### config.mk
export PLATFORM = sky130hd
export DESIGN_NAME = matrix_uart_printer
export DESIGN_NICKNAME = d
export VERILOG_FILES = /design/src/rtl/matrix_uart_printer.sv
export SDC_FILE = /design/constraint.sdc
export NUM_CORES = 1
export LEC_CHECK = 0
export BUFFER_PORTS_ARGS = -buffer_cell sky130_fd_sc_hd__buf_4
export CAP_MARGIN = 20
export CORE_MARGIN = 5
export CORE_UTILIZATION = 55
export CTS_CLUSTER_SIZE = 24
export DETAILED_ROUTE_END_ITERATION = 16
export PLACE_DENSITY = 0.78
export SLEW_MARGIN = 20
export SYNTH_ARGS = -nofsm -noshare
export SYNTH_HDL_FRONTEND = slang
export SYNTH_SLANG_ARGS = --single-unit
### constraint.sdc
create_clock -name clk -period 10.44 [get_ports clk]
set_clock_uncertainty 0.2 [all_clocks]
set_input_delay 1.044 -clock clk [delete_from_list [all_inputs] [get_ports clk]]
set_output_delay 1.044 -clock clk [all_outputs]
set_load 0.05 [all_outputs]
### src/rtl/matrix_uart_printer.sv
// ============================================================================
// Module   : matrix_uart_printer
// Brief    : Snapshots a row-major matrix and prints each element as a
//            multi-digit decimal ASCII number over a byte-wide UART TX
//            handshake. Columns are separated by spaces and rows end in LF.
//            Supports abort and reports bad dimensions.
// Options  : MATRIX_PRINT_SIGNED_EN - treat elements as two's complement
//            and print a leading '-' for negative values.
// Revision : 1.0 - initial release
// ============================================================================
`default_nettype none

module matrix_uart_printer #(
  parameter int DATA_W  = 8,
  parameter int MAX_DIM = 5,
  parameter int DIM_W   = 3
) (
  input  logic                              clk,
  input  logic                              rst_n,
  input  logic                              start,
  input  logic                              abort,
  input  logic [DIM_W-1:0]                  matrix_row,
  input  logic [DIM_W-1:0]                  matrix_col,
  input  logic [MAX_DIM*MAX_DIM*DATA_W-1:0] data_flat,
  output logic                              busy,
  output logic                              done,
  output logic                              err,
  output logic [7:0]                        tx_data,
  output logic                              tx_start,
  input  logic                              tx_busy
);

  // Digits needed for the largest magnitude (log10(2) ~ 0.301).
  localparam int ND    = (DATA_W * 301) / 1000 + 1;
  localparam int NE    = MAX_DIM * MAX_DIM;
  localparam int IDX_W = (NE > 1) ? $clog2(NE) : 1;
  // Byte pointer covers optional '-', ND digits and the separator.
  localparam int BP_W  = $clog2(ND + 2);

  localparam logic [DIM_W-1:0] MAXD = DIM_W'(MAX_DIM);
  localparam logic [DATA_W:0]  TEN  = (DATA_W + 1)'(10);

  typedef enum logic [3:0] {
    IDLE         = 4'd0,
    LOAD         = 4'd1,
    CONV         = 4'd2,
    SEND         = 4'd3,
    WAIT_START   = 4'd4,
    WAIT_DONE    = 4'd5,
    NEXT         = 4'd6,
    DONE         = 4'd7,
    WAIT_RELEASE = 4'd8
  } state_t;

  state_t              state_q, state_d;
  logic [DATA_W-1:0]   mat_q [NE];
  logic [DIM_W-1:0]    rows_q, cols_q;
  logic [DIM_W-1:0]    r_q, c_q;
  logic [IDX_W-1:0]    idx_q;
  logic [DATA_W:0]     quot_q;
  logic                neg_q;
  logic [3:0]          digs_q [ND];
  logic [BP_W-1:0]     ndig_q;
  logic [BP_W-1:0]     bptr_q;
  logic                abort_seen_q;
  logic [7:0]          last_byte_q;
  logic                err_q;

  logic                bad_dim;
  logic                last_elem;
  logic                elem_end;
  logic [IDX_W-1:0]    idx_nxt;
  logic [DATA_W:0]     w_quo;
  logic [3:0]          w_dig;
  logic [DATA_W+1:0]   ld_dec, nxt_dec;
  logic [BP_W-1:0]     pos, sel;
  logic [3:0]          dig_sel;
  logic [7:0]          cur_byte;

  // Returns {negative, magnitude}; magnitude is one bit wider so the most
  // negative value still has a representable magnitude.
  function automatic logic [DATA_W+1:0] decode(input logic [DATA_W-1:0] v);
    logic [DATA_W:0] ext;
`ifdef MATRIX_PRINT_SIGNED_EN
    ext = {v[DATA_W-1], v};
    if (v[DATA_W-1]) return {1'b1, -ext};
    return {1'b0, ext};
`else
    ext = {1'b0, v};
    return {1'b0, ext};
`endif
  endfunction

  assign bad_dim   = (matrix_row == '0) || (matrix_row > MAXD) ||
                     (matrix_col == '0) || (matrix_col > MAXD);
  assign last_elem = (r_q == rows_q - DIM_W'(1)) && (c_q == cols_q - DIM_W'(1));
  assign elem_end  = (bptr_q == ndig_q + BP_W'(neg_q));
  assign idx_nxt   = (idx_q == IDX_W'(NE - 1)) ? '0 : idx_q + IDX_W'(1);
  assign w_quo     = quot_q / TEN;
  assign w_dig     = 4'(quot_q - w_quo * TEN);
  assign ld_dec    = decode(data_flat[DATA_W-1:0]);
  assign nxt_dec   = decode(mat_q[idx_nxt]);
  assign err       = err_q;

  // Select the byte at bptr_q: optional '-', digits MSD first, separator.
  always_comb begin
    pos     = bptr_q - BP_W'(neg_q);
    sel     = ndig_q - BP_W'(1) - pos;
    dig_sel = 4'h0;
    for (int i = 0; i < ND; i++) begin
      if (sel == BP_W'(i)) dig_sel = digs_q[i];
    end
    if (neg_q && (bptr_q == '0))        cur_byte = 8'h2D;
    else if (pos < ndig_q)              cur_byte = 8'h30 + {4'h0, dig_sel};
    else if (c_q < cols_q - DIM_W'(1))  cur_byte = 8'h20;
    else                                cur_byte = 8'h0A;
  end

  // State register.
  always_ff @(posedge clk or negedge rst_n) begin
    if (!rst_n) state_q <= IDLE;
    else        state_q <= state_d;
  end

  // Next-state decode and handshake outputs.
  always_comb begin
    state_d  = state_q;
    tx_start = 1'b0;
    busy     = 1'b1;
    done     = 1'b0;
    tx_data  = last_byte_q;
    case (state_q)
      IDLE: begin
        busy = 1'b0;
        if (start && !bad_dim) state_d = LOAD;
      end
      LOAD: state_d = abort ? DONE : CONV;
      CONV: begin
        if (abort)              state_d = DONE;
        else if (w_quo == '0)   state_d = SEND;
      end
      SEND: begin
        tx_data = cur_byte;
        if (abort) state_d = DONE;
        else if (!tx_busy) begin
          tx_start = 1'b1;
          state_d  = WAIT_START;
        end
      end
      WAIT_START: if (tx_busy) state_d = WAIT_DONE;
      WAIT_DONE: begin
        if (!tx_busy) begin
          if (abort || abort_seen_q) state_d = DONE;
          else if (elem_end)         state_d = NEXT;
          else                       state_d = SEND;
        end
      end
      NEXT: begin
        if (abort || last_elem) state_d = DONE;
        else                    state_d = CONV;
      end
      DONE: begin
        busy    = 1'b0;
        done    = 1'b1;
        state_d = WAIT_RELEASE;
      end
      WAIT_RELEASE: begin
        busy = 1'b0;
        if (!start) state_d = IDLE;
      end
      default: begin
        busy    = 1'b0;
        state_d = IDLE;
      end
    endcase
  end

  // Datapath: snapshot, digit conversion, byte/element counters, flags.
  always_ff @(posedge clk or negedge rst_n) begin
    if (!rst_n) begin
      for (int k = 0; k < NE; k++) mat_q[k] <= '0;
      for (int i = 0; i < ND; i++) digs_q[i] <= '0;
      rows_q       <= '0;
      cols_q       <= '0;
      r_q          <= '0;
      c_q          <= '0;
      idx_q        <= '0;
      quot_q       <= '0;
      neg_q        <= 1'b0;
      ndig_q       <= '0;
      bptr_q       <= '0;
      abort_seen_q <= 1'b0;
      last_byte_q  <= 8'h00;
      err_q        <= 1'b0;
    end else begin
      err_q <= 1'b0;
      case (state_q)
        IDLE: begin
          abort_seen_q <= 1'b0;
          if (start) begin
            if (bad_dim) begin
              err_q <= 1'b1;
            end else begin
              r_q   <= '0;
              c_q   <= '0;
              idx_q <= '0;
            end
          end
        end
        LOAD: begin
          for (int k = 0; k < NE; k++) mat_q[k] <= data_flat[k*DATA_W +: DATA_W];
          rows_q            <= matrix_row;
          cols_q            <= matrix_col;
          {neg_q, quot_q}   <= ld_dec;
          ndig_q            <= '0;
          bptr_q            <= '0;
        end
        CONV: begin
          for (int i = 0; i < ND; i++) begin
            if (ndig_q == BP_W'(i)) digs_q[i] <= w_dig;
          end
          ndig_q <= ndig_q + BP_W'(1);
          quot_q <= w_quo;
        end
        SEND: if (tx_start) last_byte_q <= cur_byte;
        WAIT_START: if (abort) abort_seen_q <= 1'b1;
        WAIT_DONE: begin
          if (abort) abort_seen_q <= 1'b1;
          if (!tx_busy && !elem_end) bptr_q <= bptr_q + BP_W'(1);
        end
        NEXT: begin
          if (!last_elem) begin
            if (c_q == cols_q - DIM_W'(1)) begin
              c_q <= '0;
              r_q <= r_q + DIM_W'(1);
            end else begin
              c_q <= c_q + DIM_W'(1);
            end
            idx_q           <= idx_nxt;
            {neg_q, quot_q} <= nxt_dec;
            ndig_q          <= '0;
            bptr_q          <= '0;
          end
        end
        default: ;
      endcase
    end
  end

endmodule

`default_nettype wire

[Word level (Yosys, flattened, before mapping)]
Index checks and enable logic that the tools add are counted.
Storage, ports and cells
  register bits: 259
  input bits: 211
  word-level logic and storage cells: 181
Operators by class
  add/sub/neg operators: 13
  $mul: 1
  div/mod/pow operators: 1
  order comparisons: 5
  equal/unequal tests: 28
  muxes and demuxes: 54
  bitwise operators: 1
  reductions and logical operators: 37
Operators with widths (count)
  $mux W4: 11
  $bmux W8 S5: 1
  $mux W3: 12
  $pmux W4 S9: 1
  $pmux W9 S3: 1
  $mux W8: 3
  $mux W5: 4
  $ne A2 B2 Y1 const B: 9
  $pmux W3 S3: 2
  $eq A4 B3 Y1 const B: 4
  $logic_not A3 Y1: 5
  $mux W7: 2
  $reduce_and A2 Y1: 7
  $add A3 B1 Y3 const B: 4
  $pmux W3 S2: 2
  $mux W1: 10
  $pmux W5 S2: 1
  $div A9 B4 Y9 const B: 1
  $eq A3 B3 Y1: 3
  $logic_not A9 Y1: 1
  $mul A9 B3 Y3 const B: 1
  $mux W9: 1
  $sub A3 B1 Y3 const B: 3
  $eq A4 B2 Y1 const B: 2
  31 further kinds: 49

[Logic depth before layout (Yosys ltp)]
Gate-level depths: netlist of the first run.
  word-level depth: 10
  mapped depth: 18

[Worst setup path after synthesis of the first run]
OpenSTA, ideal clock, no wires.
  path kind: register to output
  from: register bptr_q[0]
  to: output tx_data[1]
  arrival time: 2683 ps
  data required time: 9196 ps
  path slack: 6513 ps
  stages on the path, launching flop included: 9
  cell sequence: dfrtp_1 -> inv_1 -> ha_1 -> inv_1 -> fa_1 -> or3_1 -> o221a_2 -> a21oi_1 -> o21ai_0
On the way
  word-level cells in the longest chain between the ends: 10
  elaborated cells between the ends (all ways): 15
  classes of those cells: add/sub: 3; order compare: 1; eq/ne: 2; mux: 6; reduce/logical: 3
RTL lines
  from (decl): RTL line 64  | logic [BP_W-1:0] bptr_q;
  from (signal assigned): RTL line 229  | if (!tx_busy && !elem_end) bptr_q <= bptr_q + BP_W'(1);
  $sub A3 B1 Y3: RTL line 107  | pos = bptr_q - BP_W'(neg_q);
  $sub A3 B3 Y3: RTL line 108  | sel = ndig_q - BP_W'(1) - pos;
  $logic_not A3 Y1: RTL line 111  | if (sel == BP_W'(i)) dig_sel = digs_q[i];
  $mux W4 (3 in series): RTL line 111
  $add A6 B4 Y7: RTL line 114  | else if (pos < ndig_q) cur_byte = 8'h30 + {4'h0, dig_sel};
  $mux W7: RTL line 114
  $mux W7 *: RTL line 113  | if (neg_q && (bptr_q == '0)) cur_byte = 8'h2D;
  $mux W8 *: RTL line 132  | case (state_q)
  to (decl): RTL line 28  | output logic [7:0] tx_data,
Every way passes the cells marked *; elsewhere a longest branch is shown, timed or not.

[Worst setup path in the final report of the first run]
  from: register ndig_q[0]
  to: output tx_data[3]
On the way
  word-level cells in the longest chain between the ends: 10
  elaborated cells between the ends (all ways): 13
  classes of those cells: add/sub: 3; order compare: 1; eq/ne: 2; mux: 6; reduce/logical: 1
RTL lines
  from (decl): RTL line 63  | logic [BP_W-1:0] ndig_q;
  from (signal assigned): RTL line 222  | ndig_q <= ndig_q + BP_W'(1);
  $sub A3 B1 Y3: RTL line 108
  $sub A3 B3 Y3: RTL line 108
  $logic_not A3 Y1: RTL line 111
  $mux W4 (3 in series): RTL line 111
  $add A6 B4 Y7: RTL line 114
  $mux W7 *: RTL line 114
  $mux W7 *: RTL line 113
  $mux W8 *: RTL line 132
Marks and branches as above.

==> results.md, run 1 <==
- Vias in the first global route: a little over 10000
- Antenna Cells: 0
- Final net count: between 1500 and 2000
- GR Layer Usage met3: 4.49%
- Maximum Capacitance Violations: 0
- Number of synthesized flops with an enable pin: 0
- Area of the multi-input gates: 5980 um2
- Ratio of routed vias to standard cells: 5.96
- Final Hold Vio Count: 0
- Total setup buffers inserted after CTS: 0
- Warnings, synthesis: 0
- Internal power summed over all cells: about 3.2 mW
- Fin worst setup slack: about 6.2 ns
- Global-route congestion overflow total: 0
- Max Transition Viols Final: 0
- Count of vias placed by the detailed router: 9910
- Worst path cell trace: ha_1, inv_1, fa_1, or3_1, o221a_2, a21oi_1, o21ai_0, buf_4
- Crit Path Class: register to primary output
- Final-layout setup total negative slack: 0 ns
- Synthesis-to-finish area growth: 19.5%
- Power density normalized to cell area: between 300 and 400 nW/um2
- Type of the tightest min-delay check: register to register
- Register bit count reported by yosys: approximately 260
- Worst VDD drop: roughly 0.00021 V
- Max H-tree Level: 1
- Fraction of registers with async set or reset after synthesis: 100%
- Proportion of power drawn by the clock network: 17.3%
- Count of different cell masters after synthesis: just under 80
- Share of total power in combinational logic: between 40% and 50%
- Sequential-to-total area share from yosys stat: between 40% and 50%
- Post-detailed-placement half-perimeter wirelength: about 24000 um
- Delay contributed by the slowest stage of the critical path: 0.49 ns
- Number of buffers inserted for hold repair after clock tree synthesis: 0
- Required @ worst endpoint: 9.20 ns
- Number of primary I/O pins: around 220
- Outcome: finished clean
- Starting density of the core: 55.4%
- Resize count post-CTS: 0
- First-pass iteration count of the detailed router: 5
- Critical Path Slowest Stage Cell: sky130_fd_sc_hd__fa_1
- Setup repair after global routing missed its margin: no
- Gate family responsible for the most delay along the worst path: adder cells
- Syn Inst Count: between 1000 and 1500
- Sw Ratio: 39.5%
- Storage cell area: roughly 6400 um2
- Filler Cells Inserted: between 1500 and 2000
- M2 GR Usage: around 40%
- Netlist Area Pre-Place: roughly 13000 um2
- Met1 routing resource usage after global routing: between 30 and 40%
- Fraction of final layout cells sized beyond drive strength 1: between 30 and 40%
- Antenna Violating Nets Remaining: 0
- TritonCTS clock tree: built
- Relative slew margins: between 20% and 30%
- Die boundary width: around 160 um
- Final estimated routing congestion in global placement: slightly below 0.9
- Period utilization: between 40% and 50%
- Area of the die: about 27000 um2
- Maximum achievable frequency: between 0.2 and 0.25 GHz
- Gr busiest metal: met2
- Slew at the pin closest to its max-slew limit: ~1.1 ns
- Maximum number of pins on one net before global-route repair: between 200 and 250
- Cell chosen for the clock root: sky130_fd_sc_hd__clkbuf_16
- Arrival time of the worst setup path: just under 3 ns
- Worst setup SP type: register
- # rows: 56
- Total of endpoints with negative setup slack in the final report: 0
- Number of antenna violations at the first check in global routing: 0
- Clock sinks: 255
- Power share of the sequential group: a little over a third
- DRC Markers: 0
- Worst setup slack before clock tree synthesis: between 6 and 7 ns
- Syn_area_per_cell: 11.3 um2
- CTS Buffer Depth: 3
- Post-detailed-routing wire length: ~34000 um
- Core Area: about 23000 um2
- NetSw: 2.06 mW
- Global-route wire length before repair: 54200 um
- Leakage: around 6.8 nW
- Die H: between 150 and 200 um
- WL/cell: between 20 and 25 um
- Clk slew on worst S/H paths: 0.06 ns
- Top flip-flop cell by instance count after synthesis: sky130_fd_sc_hd__dfrtp_1
- Worst Path Buf+Inv: 2
- Crit-path max FO: 6
- Number of buffers created by CTS: 27
- Minimum clock period: between 4 and 5 ns
- Overall routing resource usage: about a quarter
- Total power after layout: about 5.2 mW
- Clock latency reported for the late side of the worst-skew pair: between 0.5 and 0.6 ns
- Critical path endpoint category: primary output
- IO Port Bufs: 220
- Starting DRC count in detailed routing: 824
placed cells by master (no fill, tap or decap), types with 4 or more instances in the layout:
cell type | netlist | layout
sky130_fd_sc_hd__a221oi_1 | 46 | 46
sky130_fd_sc_hd__nor2b_1 | 8 | 8
sky130_fd_sc_hd__a211oi_1 | 13 | 13
sky130_fd_sc_hd__mux2i_1 | 11 | 11
sky130_fd_sc_hd__nor3_1 | 21 | 21
sky130_fd_sc_hd__nand2b_1 | 8 | 7
sky130_fd_sc_hd__o21ai_0 | 58 | 58
sky130_fd_sc_hd__and3_1 | 10 | 10
sky130_fd_sc_hd__a31oi_1 | 18 | 18
sky130_fd_sc_hd__a221o_1 | 6 | 6
sky130_fd_sc_hd__inv_1 | 23 | 23
sky130_fd_sc_hd__mux2_2 | 211 | 211
sky130_fd_sc_hd__a21o_1 | 5 | 5
sky130_fd_sc_hd__ha_1 | 19 | 19
sky130_fd_sc_hd__buf_4 | 5 | 224
sky130_fd_sc_hd__or3_1 | 4 | 4
sky130_fd_sc_hd__nand2_1 | 153 | 151
sky130_fd_sc_hd__nand3_1 | 33 | 33
sky130_fd_sc_hd__a21oi_1 | 31 | 31
sky130_fd_sc_hd__clkbuf_16 | 0 | 27
sky130_fd_sc_hd__clkbuf_8 | 6 | 7
sky130_fd_sc_hd__a311oi_1 | 7 | 7
sky130_fd_sc_hd__xnor2_1 | 8 | 8
sky130_fd_sc_hd__dfrtp_1 | 255 | 254
sky130_fd_sc_hd__clkbuf_1 | 20 | 13
sky130_fd_sc_hd__o31ai_1 | 11 | 11
sky130_fd_sc_hd__nor2_1 | 26 | 26
sky130_fd_sc_hd__and2_1 | 4 | 4
registers in the layout, indices dropped and copies added, names as in the netlist:
name          count
c_q               3
bptr_q            3
ndig_q            3
digs_q           12
cols_q            3
err               1
idx_q             5
rows_q            3
state_q           4
abort_seen_q      1
mat_q           200
r_q               3
quot_q            8
last_byte_q       6
through the flow:
step / instance area (um2) / util, % / instances / hold slack (ns)
final: 15400 / 66.2 / 1662 / 0.274
after global routing: 15400 / 66.2 / 1662 / 0.308
after CTS: 15400 / 66.0 / 1661 / 0.277
after detailed placement: 14600 / 62.5 / 1612 / 0.262
after global placement: 14600 / 62.5 / 1612 / 0.258
after floorplan: 12900 / - / 1149 / 0.246
cell usage after synthesis (4+ instances only):
| cell type | instances | area share, % |
|---|---|---|
| sky130_fd_sc_hd__nand3_1 | 33 | 1.3 |
| sky130_fd_sc_hd__xnor2_1 | 8 | 0.54 |
| sky130_fd_sc_hd__o31ai_1 | 11 | 0.64 |
| sky130_fd_sc_hd__or3_1 | 4 | 0.19 |
| sky130_fd_sc_hd__buf_2 | 41 | 1.6 |
| sky130_fd_sc_hd__a221o_1 | 6 | 0.46 |
| sky130_fd_sc_hd__clkbuf_8 | 6 | 0.64 |
| sky130_fd_sc_hd__a21o_1 | 5 | 0.29 |
| sky130_fd_sc_hd__a31oi_1 | 18 | 0.87 |
| sky130_fd_sc_hd__and2_1 | 4 | 0.19 |
| sky130_fd_sc_hd__dfrtp_1 | 255 | 49 |
| sky130_fd_sc_hd__ha_1 | 19 | 1.8 |
| sky130_fd_sc_hd__buf_6 | 7 | 0.61 |
| sky130_fd_sc_hd__buf_1 | 4 | 0.12 |
| sky130_fd_sc_hd__a221oi_1 | 46 | 3.1 |
| sky130_fd_sc_hd__nor3_1 | 21 | 0.81 |
| sky130_fd_sc_hd__o21ai_0 | 58 | 2.2 |
| sky130_fd_sc_hd__a311oi_1 | 7 | 0.47 |
| sky130_fd_sc_hd__mux2i_1 | 11 | 0.85 |
| sky130_fd_sc_hd__and3_1 | 10 | 0.48 |
| sky130_fd_sc_hd__nand2_1 | 153 | 4.4 |
| sky130_fd_sc_hd__mux2_2 | 211 | 18 |
| sky130_fd_sc_hd__buf_4 | 5 | 0.29 |
| sky130_fd_sc_hd__nor2b_1 | 8 | 0.39 |
| sky130_fd_sc_hd__nand2b_1 | 8 | 0.39 |
| sky130_fd_sc_hd__clkbuf_1 | 20 | 0.58 |
| sky130_fd_sc_hd__nor2_1 | 26 | 0.76 |
| sky130_fd_sc_hd__inv_1 | 23 | 0.67 |
| sky130_fd_sc_hd__a21oi_1 | 31 | 1.2 |
| sky130_fd_sc_hd__a211oi_1 | 13 | 0.76 |
power groups by stage:
stage	logic, mW	clock network [mW]	registers (mW)
2_1_floorplan	2.00	0	1.68
6_report	2.49	0.901	1.83
3_3_place_gp	2.39	0	1.82
5_1_grt	2.72	0.959	1.89
4_1_cts	2.48	0.917	1.82
3_5_place_dp	2.46	0	1.83
path summary, 6_finish.rpt:
path | start | to | slack, ns | depth (start not counted)
max | ndig_q[0] | tx_data[3] | 6.25 | 8
min | last_byte_q[2] | last_byte_q[2] | 0.27 | 2
max in group asynchronous | rst_n | mat_q[87] | 8.21 | 2
min reg2reg | last_byte_q[2] | last_byte_q[2] | 0.27 | 2
min in group asynchronous | rst_n | cols_q[1] | 0.36 | 1
max reg2reg | idx_q[0] | quot_q[0] | 6.30 | 10
per-layer routing:
layer  wire length, um  part of all wire, %
met3              2550                  7.5
met4               906                  2.7
met1             14400                   42
met5                 0                    0
met2             16100                   48
worst min-delay path, cell delays in order (launching register included):
cell and delay [ns]:
sky130_fd_sc_hd__dfrtp_1 0.34, sky130_fd_sc_hd__nand2_1 0.05, sky130_fd_sc_hd__nand2_1 0.05
logic make-up after synthesis:
logic type / after synthesis / synth area share, %
AO/OA/AOI/OAI: 236 / 13.1
XOR/XNOR: 12 / 0.930
adder cells (fa/ha/maj): 22 / 2.23
buffers and inverters: 108 / 4.55
flip-flops: 255 / 49.4
multiplexers: 223 / 19.4
other: 1 / 0.0290
AND/OR/NAND/NOR: 291 / 10.4
layout make-up:
cell class	instances	share of cell area, %
Clock buffer	47	5.32
Clock inverter	2	0.0648
Inverter	25	0.608
Multi-Input combinational cell	786	38.7
Sequential cell	255	41.3
Tap cell	319	2.58
Timing Repair Buffer	228	11.4
No activity file was read; power rests on OpenSTA's default activity.
==> run 2: changes to the inputs <==
==> constraint.sdc (replaced) <==
create_clock -name clk -period 3.95 [get_ports clk]
set_clock_uncertainty 0.2 [all_clocks]
set_input_delay 0.395 -clock clk [delete_from_list [all_inputs] [get_ports clk]]
set_output_delay 0.395 -clock clk [all_outputs]
set_load 0.05 [all_outputs]
==> run 2 against run 1 <==
Register-to-register slack got worse by 6.1 ns. Total power rose to 2.9 times the previous value. Largest cell class unchanged. Routed wire length rose by 28%. Critical path depth rose by 8.
==> results.md, run 2 (same netlist as run 1, synthesis figures left out) <==
- Highest-count cells in the layout ignoring fill and taps: sky130_fd_sc_hd__dfrtp_1, sky130_fd_sc_hd__buf_4, sky130_fd_sc_hd__mux2_2, sky130_fd_sc_hd__dlygate4sd3_1, sky130_fd_sc_hd__nand2_1
- Storage cell area: 6380 um2
- Power share of the sequential group: about a third
- Largest register by flop count: mat_q
- Uppermost layer routed: met5
- CTS Buffer Depth: 3
- Minimum clock period: between 3 and 4 ns
- Core Area: between 20000 and 25000 um2
- WL/cell: roughly 23 um
- IO Port Bufs: 220
- Critical Path Slowest Stage Cell: sky130_fd_sc_hd__dfrtp_1
- Worst VDD drop: approximately 0.00052 V
- Clock sinks: 255
- Overall routing resource usage: 32.3%
- Worst setup slack before clock tree synthesis: between 0.15 and 0.2 ns
- Area of the multi-input gates: around 6000 um2
- Leakage: 7.81 nW
- First-pass iteration count of the detailed router: 5
- Final estimated routing congestion in global placement: 0.880
- Worst setup SP type: register
- Number of primary I/O pins: 223
- Final-layout setup total negative slack: 0 ns
- Maximum achievable frequency: around 0.27 GHz
- Area of the die: between 20000 and 30000 um2
- Die boundary width: between 150 and 200 um
- Crit-path max FO: 14
- NetSw: between 6 and 7 mW
- Fraction of final layout cells sized beyond drive strength 1: between 30% and 40%
- Clock latency reported for the late side of the worst-skew pair: between 0.5 and 0.6 ns
- Setup repair after global routing missed its margin: no
- TritonCTS clock tree: built
- Met3 wire len: 3330 um
- Slew at the pin closest to its max-slew limit: 0.970 ns
- Global-route wire length before repair: about 68000 um
- Outcome: finished clean
- Maximum Capacitance Violations: 0
- Filler Cells Inserted: between 1000 and 1500
- Die H: around 160 um
- Final net count: 1780
- Delay contributed by the slowest stage of the critical path: between 0.5 and 0.6 ns
- Vias in the first global route: around 12000
- Post-route worst hold slack: 0.0663 ns
- Internal power summed over all cells: 8.86 mW
- Period utilization: a little over nine tenths
- Antenna Violating Nets Remaining: 0
- Leading cell type in the layout, fill and taps excluded: sky130_fd_sc_hd__dfrtp_1
- Max H-tree Level: 1
- Synthesis-to-finish area growth: 37.9%
- Starting DRC count in detailed routing: 1259
- Global-route congestion overflow total: 0
- Antenna Cells: 0
- Fin worst setup slack: just over 0.2 ns
- Wire length the detailed router placed on met1: roughly 15000 um
- Relative slew margins: a little over a third
- Crit Path Class: register to register
- Critical path endpoint category: register
- Post-detailed-routing wire length: between 40000 and 50000 um
- Power density normalized to cell area: 843 nW/um2
- DRC Markers: 0
- Post-detailed-placement half-perimeter wirelength: around 25000 um
- Maximum number of pins on one net before global-route repair: around 140
- Total of endpoints with negative setup slack in the final report: 0
- Starting density of the core: between 50% and 60%
- Worst path cell trace: nand2b_1, o21ai_0, nand2_1, a221o_1, inv_1, ha_1, nand2_1, and3_1, a31oi_2, nand3_1, ha_1, inv_1, fa_1, xor2_1, and4_1, o31ai_1
- Total setup buffers inserted after CTS: 0
- Proportion of power drawn by the clock network: 18.4%
- Ratio of routed vias to standard cells: 6.08
- Required @ worst endpoint: around 4.2 ns
- Final Hold Vio Count: 0
- Count of vias placed by the detailed router: ~11000
- Total length of routed met2 wires: about 22000 um
- Clk slew on worst S/H paths: approximately 0.060 ns
- Sw Ratio: just over 40%
- Cell chosen for the clock root: sky130_fd_sc_hd__clkbuf_16
- Max Transition Viols Final: 0
- Max reg flops: 200
- Type of the tightest min-delay check: input pin to register
- Arrival time of the worst setup path: 3.98 ns
- Number of buffers created by CTS: 28
- # rows: 56
- Registers with the most flip-flops: mat_q (200), digs_q (12), quot_q (8)
- Share of total power in combinational logic: about half
- Number of antenna violations at the first check in global routing: 1
==> run 2: cell count changes in the layout (fill, tap and decap cells not counted), moves of 3 or more <==
cell                            change
sky130_fd_sc_hd__buf_12             +3
sky130_fd_sc_hd__buf_4             +15
sky130_fd_sc_hd__bufinv_16          +3
sky130_fd_sc_hd__clkinv_2           +3
sky130_fd_sc_hd__dlygate4sd3_1    +208
sky130_fd_sc_hd__clkbuf_1           -6
==> run 2: path summary, 6_finish.rpt <==
path	from	to	slack [ns]	cells after the start
worst max-delay path	quot_q[7]	digs_q[11]	0.20	16
worst min-delay path	abort	abort_seen_q	0.07	3
worst max register to register	quot_q[7]	digs_q[11]	0.20	16
worst min register to register	last_byte_q[0]	last_byte_q[0]	0.28	2
max in group asynchronous	rst_n	mat_q[77]	2.24	3
min in group asynchronous	rst_n	mat_q[70]	0.27	2
==> run 2: area by class of cell <==
| cell class | instances | share of cell area [%] |
|---|---|---|
| flip-flops and latches | 255 | 35.8 |
| clock buffers | 43 | 4.70 |
| clock inverters | 9 | 0.815 |
| repair buffers | 452 | 22.3 |
| multi-input cells | 786 | 33.6 |
| inverters | 25 | 0.527 |
| well taps | 319 | 2.24 |
==> run 2: power groups by stage <==
stage | registers, mW | clock network, mW | logic, mW
after floorplan | 4.45 | 0 | 5.29
after global placement | 4.77 | 0 | 6.49
after detailed placement | 4.83 | 0 | 6.69
after CTS | 4.82 | 2.74 | 6.92
after global routing | 5.09 | 2.90 | 7.79
final | 4.97 | 2.77 | 7.27
==> run 2: through the flow <==
step | cells | util (%) | cell area, um2 | power, mW
finish | 1889 | 76.3 | 17800 | 15.0
floorplan | 1149 | - | 12900 | 9.74
detailed placement | 1629 | 63.2 | 14700 | 11.5
global placement | 1629 | 63.2 | 14700 | 11.3
CTS | 1889 | 76.3 | 17800 | 14.5
global route | 1889 | 76.3 | 17800 | 15.8
==> run 2: layer usage <==
metal | track usage, % | vias to the layer above
li1 | - | 5000
met1 | 38.1 | 5607
met2 | 56.2 | 675
met3 | 5.93 | 196
met4 | 17.4 | 2
met5 | 0 | -
==> run 2: critical path, delay by kind of cell, from the launching register on <==
family          cells  cell delay (ns)
simple gates        6             0.98
compound gates      4             0.81
fa+ha+maj           3             0.77
flops               1             0.53
buf+inv             2             0.18
xor+xnor            1             0.18
==> run 2: timing repair <==
action                                  CTS  global route
resized for setup                         0             3
endpoints found under the hold margin   300             0
hold buffers                            208             0
endpoints found under the setup margin    0             3
